<file path="config.mk">
export PLATFORM = sky130hd
export DESIGN_NAME = keypad_encoder
export DESIGN_NICKNAME = d
export VERILOG_FILES = /design/src/rtl/keypad_encoder.sv
export SDC_FILE = /design/constraint.sdc
export NUM_CORES = 1
export LEC_CHECK = 0
export ABC_AREA = 1
export BUFFER_PORTS_ARGS = -buffer_cell sky130_fd_sc_hd__buf_2
export CORE_MARGIN = 3
export CORE_UTILIZATION = 56
export CTS_CLUSTER_SIZE = 20
export DETAILED_ROUTE_END_ITERATION = 12
export GPL_TIMING_DRIVEN = 0
export HOLD_SLACK_MARGIN = 0.1
export PLACE_DENSITY_LB_ADDON = 0.1
export RECOVER_POWER = 50
export SLEW_MARGIN = 15
export SYNTH_ARGS = -nofsm -noshare
export SYNTH_HDL_FRONTEND = slang
export SYNTH_SLANG_ARGS = --single-unit
export TNS_END_PERCENT = 30
</file>
<file path="constraint.sdc">
create_clock -name clk -period 1.75 [get_ports clk]
set_input_delay 0 -clock clk [delete_from_list [all_inputs] [get_ports clk]]
set_output_delay 0 -clock clk [all_outputs]
set_load 0.005 [all_outputs]
</file>
<file path="src/rtl/keypad_encoder.sv">
// Scans a 4x4 active-low keypad, debounces a single key and emits its 4-bit code with a one-clock active-low strobe.
// Latency: 2-clock column synchronizer, then SCAN_CYCLES per row and DEBOUNCE_CYCLES of stable press before the strobe.
// No backpressure: a strobe is one clock wide and is not held; a held key gives one strobe until its release is confirmed.
module keypad_encoder #(
    parameter int SCAN_CYCLES     = 4,
    parameter int DEBOUNCE_CYCLES = 8
) (
    input  logic       clk,
    input  logic       rst_n,
    input  logic [3:0] col,
    output logic [3:0] row,
    output logic [3:0] Escolha,
    output logic       enable,
    output logic       key_down
);

    if (SCAN_CYCLES < 3) begin : g_scan_chk
        $error("keypad_encoder: SCAN_CYCLES must be at least 3");
    end
    if (DEBOUNCE_CYCLES < 1) begin : g_deb_chk
        $error("keypad_encoder: DEBOUNCE_CYCLES must be at least 1");
    end

    localparam int SW = $clog2(SCAN_CYCLES + 1);
    localparam int DW = $clog2(DEBOUNCE_CYCLES + 1);
    localparam logic [SW-1:0] SCAN_LAST = SW'(SCAN_CYCLES - 1);
    localparam logic [DW-1:0] DEB_LAST  = DW'(DEBOUNCE_CYCLES - 1);

    typedef enum logic [1:0] {
        SCAN     = 2'd0,
        DEBOUNCE = 2'd1,
        EMIT     = 2'd2,
        RELEASE  = 2'd3
    } state_t;

    state_t        state, state_nx;
    logic [3:0]    col_m, col_s;
    logic [1:0]    r, r_nx;
    logic [1:0]    c, c_nx;
    logic [SW-1:0] scnt, scnt_nx;
    logic [DW-1:0] dcnt, dcnt_nx;
    logic [3:0]    esc_nx;
    logic [3:0]    pat;
    logic          single;
    logic [1:0]    col_idx;

    always_ff @(posedge clk or negedge rst_n) begin
        if (!rst_n) begin
            col_m <= 4'hF;
            col_s <= 4'hF;
        end else begin
            col_m <= col;
            col_s <= col_m;
        end
    end

    // A valid press shows exactly one low column on the driven row; anything else is idle or ghosting.
    always_comb begin
        single  = 1'b1;
        col_idx = 2'd0;
        case (col_s)
            4'b1110: col_idx = 2'd0;
            4'b1101: col_idx = 2'd1;
            4'b1011: col_idx = 2'd2;
            4'b0111: col_idx = 2'd3;
            default: single  = 1'b0;
        endcase
    end

    assign pat = ~(4'b0001 << c);

    always_comb begin
        state_nx = state;
        r_nx     = r;
        c_nx     = c;
        scnt_nx  = scnt;
        dcnt_nx  = dcnt;
        esc_nx   = Escolha;
        case (state)
            SCAN: begin
                if (scnt == SCAN_LAST) begin
                    scnt_nx = '0;
                    if (single) begin
                        c_nx     = col_idx;
                        dcnt_nx  = '0;
                        state_nx = DEBOUNCE;
                    end else begin
                        r_nx = r + 2'd1;
                    end
                end else begin
                    scnt_nx = scnt + SW'(1);
                end
            end
            DEBOUNCE: begin
                if (col_s == pat) begin
                    if (dcnt == DEB_LAST) begin
                        dcnt_nx  = '0;
                        esc_nx   = {r, c};
                        state_nx = EMIT;
                    end else begin
                        dcnt_nx = dcnt + DW'(1);
                    end
                end else begin
                    dcnt_nx  = '0;
                    scnt_nx  = '0;
                    r_nx     = r + 2'd1;
                    state_nx = SCAN;
                end
            end
            EMIT: begin
                dcnt_nx  = '0;
                state_nx = RELEASE;
            end
            RELEASE: begin
                // Row r stays driven, so keys on other rows cannot disturb the release count.
                if (col_s == 4'hF) begin
                    if (dcnt == DEB_LAST) begin
                        dcnt_nx  = '0;
                        scnt_nx  = '0;
                        r_nx     = r + 2'd1;
                        state_nx = SCAN;
                    end else begin
                        dcnt_nx = dcnt + DW'(1);
                    end
                end else begin
                    dcnt_nx = '0;
                end
            end
            default: state_nx = SCAN;
        endcase
    end

    always_ff @(posedge clk or negedge rst_n) begin
        if (!rst_n) begin
            state    <= SCAN;
            r        <= 2'd0;
            c        <= 2'd0;
            scnt     <= '0;
            dcnt     <= '0;
            row      <= 4'b1110;
            Escolha  <= 4'b0000;
            enable   <= 1'b1;
            key_down <= 1'b0;
        end else begin
            state    <= state_nx;
            r        <= r_nx;
            c        <= c_nx;
            scnt     <= scnt_nx;
            dcnt     <= dcnt_nx;
            row      <= ~(4'b0001 << r_nx);
            Escolha  <= esc_nx;
            enable   <= (state_nx != EMIT);
            key_down <= (state_nx != SCAN);
        end
    end

endmodule

</file>
== Word-level counts from Yosys, hierarchy flattened ==
Index checks and enable logic that the tools add are counted.

* Div/mod/pow operators: 0
* $mul: 0
* Multiplexer cells: 26
* Bitwise operators: 2
* Shift-type cells: 2
* $add $sub $neg: 3
* Equal/unequal tests: 17
* Reduce and logical (&&, ||, !) cells: 8
* Magnitude comparators: 0

{| class="wikitable"
|+ Operators with widths
! cell !! number
|-
| two-way mux 2 bit || 11
|-
| two-way mux 4 bit || 5
|-
| equality test 4 bit (second input constant) || 4
|-
| one-hot mux 4 bit (4 select lines) || 1
|-
| two-way mux 3 bit || 4
|-
| inequality test 2 bit (second input constant) || 6
|-
| one-hot mux 2 bit (3 select lines) || 2
|-
| one-hot mux 3 bit (3 select lines) || 1
|-
| equality test 4 x 3 -> 1 bit (second input constant) || 2
|-
| inverter 4 bit || 2
|-
| one-hot mux 2 bit (4 select lines) || 1
|-
| left shift 1 x 2 -> 4 bit (first input constant) || 2
|-
| AND reduction 3 bit || 2
|-
| adder 4 x 1 -> 4 bit (second input constant) || 1
|-
| equality test 2 bit (second input constant) || 2
|-
| equality test 4 bit || 1
|-
| AND reduction 4 bit || 1
|-
| OR reduction 4 bit || 1
|-
| adder 3 x 1 -> 3 bit (second input constant) || 1
|-
| equality test 3 x 2 -> 1 bit (second input constant) || 1
|-
| nonzero test 3 bit || 1
|-
| adder 2 x 1 -> 2 bit (second input constant) || 1
|-
| equality test 2 x 1 -> 1 bit (second input constant) || 1
|-
| zero test 2 bit || 1
|-
| other kinds (3) || 3
|}

* Output and inout port bits: 10
* Memories: 0
* Bits in registers: 31
* Latch bits: 0
* Word-level logic and storage cells: 69
* Memory bits (writable): 0
* ROM bits: 0
* Input bits: 6

== Depth between registers and ports, before layout ==
* Word-level depth: 8
* Depth in mapped cells: 11
* Mapped depth without buffers: 11

== Worst setup path before layout ==
OpenSTA, ideal clock, no wires.

* Kind: register to register
* Start point: register dcnt[0]
* End point: register row[0]
* Path buffers: 0
* Data required time: 1633 ps
* Setup time: 117 ps
* Data arrival time: 1316 ps
* Cell stages (with the launch flop): 11
* Path slack: 317 ps
* Period minus slack after synthesis: 1433 ps
* Cells stage by stage: dfrtp_1 ha_1 nand2_1 nor2_4 nand3_1 nand2_2 nand3_2 nand2_1 nand2_2 inv_1 nand2_1

* Cells in the longest elaborated chain, start to end: 6

{| class="wikitable"
|+ RTL lines
! element !! line !! RTL
|-
| start, declared || 41 || <nowiki>logic [DW-1:0] dcnt, dcnt_nx;</nowiki>
|-
| start signal, assigned || 149 || <nowiki>dcnt <= dcnt_nx;</nowiki>
|-
| equality test 4 x 3 -> 1 bit || 117 || <nowiki>if (dcnt == DEB_LAST) begin</nowiki>
|-
| two-way mux 2 bit || 117 ||
|-
| two-way mux 2 bit || 116 || <nowiki>if (col_s == 4'hF) begin</nowiki>
|-
| one-hot mux 2 bit (3 select lines) || 79 || <nowiki>case (state)</nowiki>
|-
| net r_nx[0] || 38 || <nowiki>logic [1:0] r, r_nx;</nowiki>
|-
| left shift 1 x 2 -> 4 bit || 150 || <nowiki>row <= ~(4'b0001 << r_nx);</nowiki>
|-
| inverter 4 bit || 150 ||
|-
| end signal, assigned || 150 ||
|-
| end, declared || 11 || <nowiki>output logic [3:0] row,</nowiki>
|}

The timed path passes the listed nets, and every way through them passes these cells.
A chain may end at the register's enable or synchronous reset.

== Worst setup path in the final report ==
Same ends and word-level chain as after synthesis.

==> results.ini <==
[floorplan]
die_area_sq_mm = 0.00309
fp.dieW_microns = 55.6
start_util_pct = 60.5
die_h_microns = 55.6
ios = 16
coreArea_sq_mm = 0.00228
num_rows = 17

[pwr]
ir_drop_v = 0.00115
swShare_pct = 30.6
combPwrFrac_pct = 23.9
p_int_w = 0.00138
p_seq_share_pct = 47.6
pwr-share-clk_pct = 28.5
p_leak_nw = 0.843
pwr_density_cell_mw_per_mm2 = 1210
p_sw_w = 0.000608

[global_routing]
grt_pass1_vias = 1032
grt_max_degree = 32
antenna_found_initial = 0
track_usage_pct = 18.5
grt_pass1_wl_microns = 4420
gr-total-overflow = 0

[timing]
period_minus_slack_ns = 1.57
rsz0062_at_grt = no
worstMarginPinSlew_ns = 0.718
hold_viol_final = 0
slew-limit-headroom_pct = 52.1
finalCritPeriodShare_pct = 89.7
skew_ns = 0.00570
fmax_ghz = 0.637
tns_ns = 0
worst_slack_ns = 0.180
finalSetupViolCount = 0
drv_slew = 0

[synth]
synthCells = 147
ys_top_cells_by_count = 43 x nand2_1, 19 x dfrtp_1, 13 x inv_1
syn_area_sq_mm = 0.00138
yosysUniqueCellTypes = 27
syn_avg_cell_area_sq_um = 9.37
synth.most_common_cell = nand2_1
netlist_top_cells_area = dfrtp_1 35%, dfstp_2 23%, nand2_1 12%
ys.flop_type = dfrtp_1
synth_top_area_cell = dfrtp_1
ys_warn_count = 0
yosysSeqAreaShare_pct = 57.4
synth_top_area_share_pct = 34.5
syn_nets = 155
synthArstFlopShare_pct = 100
yosys_register_bits = 31
synth_edf_count = 0

[outcome]
status = complete, no violations

[drt]
via_per_inst = 5.19
first_iter_violations = 59
detail_route.first_pass.iterations = 4
avgRoutedWirePerCell_microns = 12.0
ant_nets = 0
wl_microns = 2450
via_count = 1058
drcViolationCount = 0

[final_layout]
drive_gt1_share_pct = 31.3
regArea_sq_um = 791
area_growth_pct = 18.8
multi_input_area_sq_um = 527
fillers = 168
num_antenna_cells = 0
final_nets = 183

[critical_path]
path_max_fanout = 8
regToRegStartpoint = dcnt[0]$_DFFE_PN0P_
cp_num_buf_inv = 1
worst_path_max_delay_cell = dfrtp_1
rr_worst_depth = 10
crit_top_cell = nand2_1
rrSetupSlack_ns = 0.18
crit_family = simple AND/OR/NAND/NOR gates
crit_required_ns = 1.97
start_kind = flop
reg2reg_to = row[0]$_DFF_PN0_
endpoint_kind = flop
crit_chain = ha_1, nand2_1, nor2_4, nand3_1, nand2_4, nand3_2, nand2_1, nand2_2, inv_2, nand2_1
path_class = reg -> reg
critPathMaxStageDelay_ns = 0.40
startpoint = dcnt[0]$_DFFE_PN0P_
critPathArrivalTime_ns = 1.79

[cts]
cts_tree = yes
clk_latency_ns = 0.32
clockRootBuffer = clkbuf_4
cts-buffers-inserted = 5
clock_tree.buffer_depth = 2
cts_num_sinks = 31
h-tree-depth = 2
clk_pin_slew_ns = 0.09

[place]
hpwl_microns = 1710
pre_cts_slack_ns = 0.117
gp_congestion = 0.864
port_buffers = 15

[min_path]
hp-class = in -> async

[flow_run]
max_cap_violations = 0

==> routing by layer <==
layer  GRT usage (%)  routed length, microns  vias up
met1            22.8                    1060      505
met3            8.35                     117        2
met5               0                       0        -
met2            28.7                    1260       20
met4            6.25                      17        0
li1                -                       -      531
==> per-stage QoR <==
step                hold WS, ns  power (W)  util, %  std cells  cell area (sq um)
detailed placement       0.0678    0.00143     65.4        190               1490
CTS                       0.241    0.00202     71.4        203               1620
global placement         0.0563    0.00139     65.4        190               1490
floorplan                -0.296    0.00128        -        147               1380
finish                    0.260    0.00199     71.9        204               1640
global route              0.280    0.00216     71.9        204               1640
==> layout by cell type, fill, tap and decap left out, drive strengths merged, types with 2 or more instances in the layout <==
cell | synthesis | layout
dfrtp | 19 | 19
ha | 2 | 2
dfstp | 12 | 12
o21ai | 8 | 8
nand2 | 50 | 50
buf | 0 | 15
dlygate4sd3 | 0 | 5
inv | 15 | 15
clkinv | 2 | 3
nor2 | 10 | 10
a21oi | 5 | 5
nand3 | 14 | 14
nand4 | 4 | 4
clkbuf | 0 | 7
==> repair_timing <==
action | in CTS | in global routing
endpoints found under the setup margin | 0 | 3
setup buffers | 0 | 1
hold endpoints to repair | 35 | 0
resized for setup | 0 | 1
hold buffers | 5 | 0
==> kinds of logic (layout without fill, tap and decap cells) <==
family,Yosys count,after routing,share of synthesized area [%]
AOI/OAI and AO/OA,17,17,7.54
adders and majority gates,2,2,1.82
xor gates and xnor gates,1,1,0.636
and+or+nand+nor,79,79,27.9
DFF,31,31,57.4
buffers and inverters,17,46,4.72
==> sequential cells by signal, summed over array words and instances, names as in the netlist <==
register and count:
Escolha 4, c 2, col_m 4, col_s 4, dcnt 4, enable 1, key_down 1, r 2
row 4, scnt 3, state 2
==> worst reg2reg max path, stage by stage (launching register included) <==
cell and delay [ns]:
dfrtp_1 0.40, ha_1 0.19, nand2_1 0.11, nor2_4 0.14
nand3_1 0.13, nand2_4 0.14, nand3_2 0.09, nand2_1 0.08
nand2_2 0.08, inv_2 0.06, nand2_1 0.05
==> worst max path at each step <==
stage,to,slack (ns),cells past startpoint
detailed placement,row[0]$_DFF_PN0_,0.12,10
global route,row[0]$_DFF_PN0_,0.004,10
global placement,row[0]$_DFF_PN0_,0.18,10
floorplan,row[0]$_DFF_PN0_,0.32,10
CTS,row[0]$_DFF_PN0_,0.10,10
finish,row[0]$_DFF_PN0_,0.18,10
==> power by group through the flow <==
stage / sequential, W / clock, W / combinational [W]
finish: 0.000945 / 0.000566 / 0.000474
global route: 0.000962 / 0.000633 / 0.000569
CTS: 0.000943 / 0.000589 / 0.000487
detailed placement: 0.000956 / 0 / 0.000475
global placement: 0.000948 / 0 / 0.000446
floorplan: 0.000946 / 0 / 0.000336
==> cell type report <==
| cell class | count | area share (%) |
|---|---|---|
| flip-flops and latches | 31 | 48.3 |
| multi-input cells | 99 | 32.2 |
| repair buffers | 21 | 8.10 |
| inverters | 17 | 3.98 |
| clock buffers | 6 | 3.13 |
| clock inverters | 2 | 2.14 |
| well taps | 28 | 2.14 |
No activity file was read; power rests on OpenSTA's default activity.
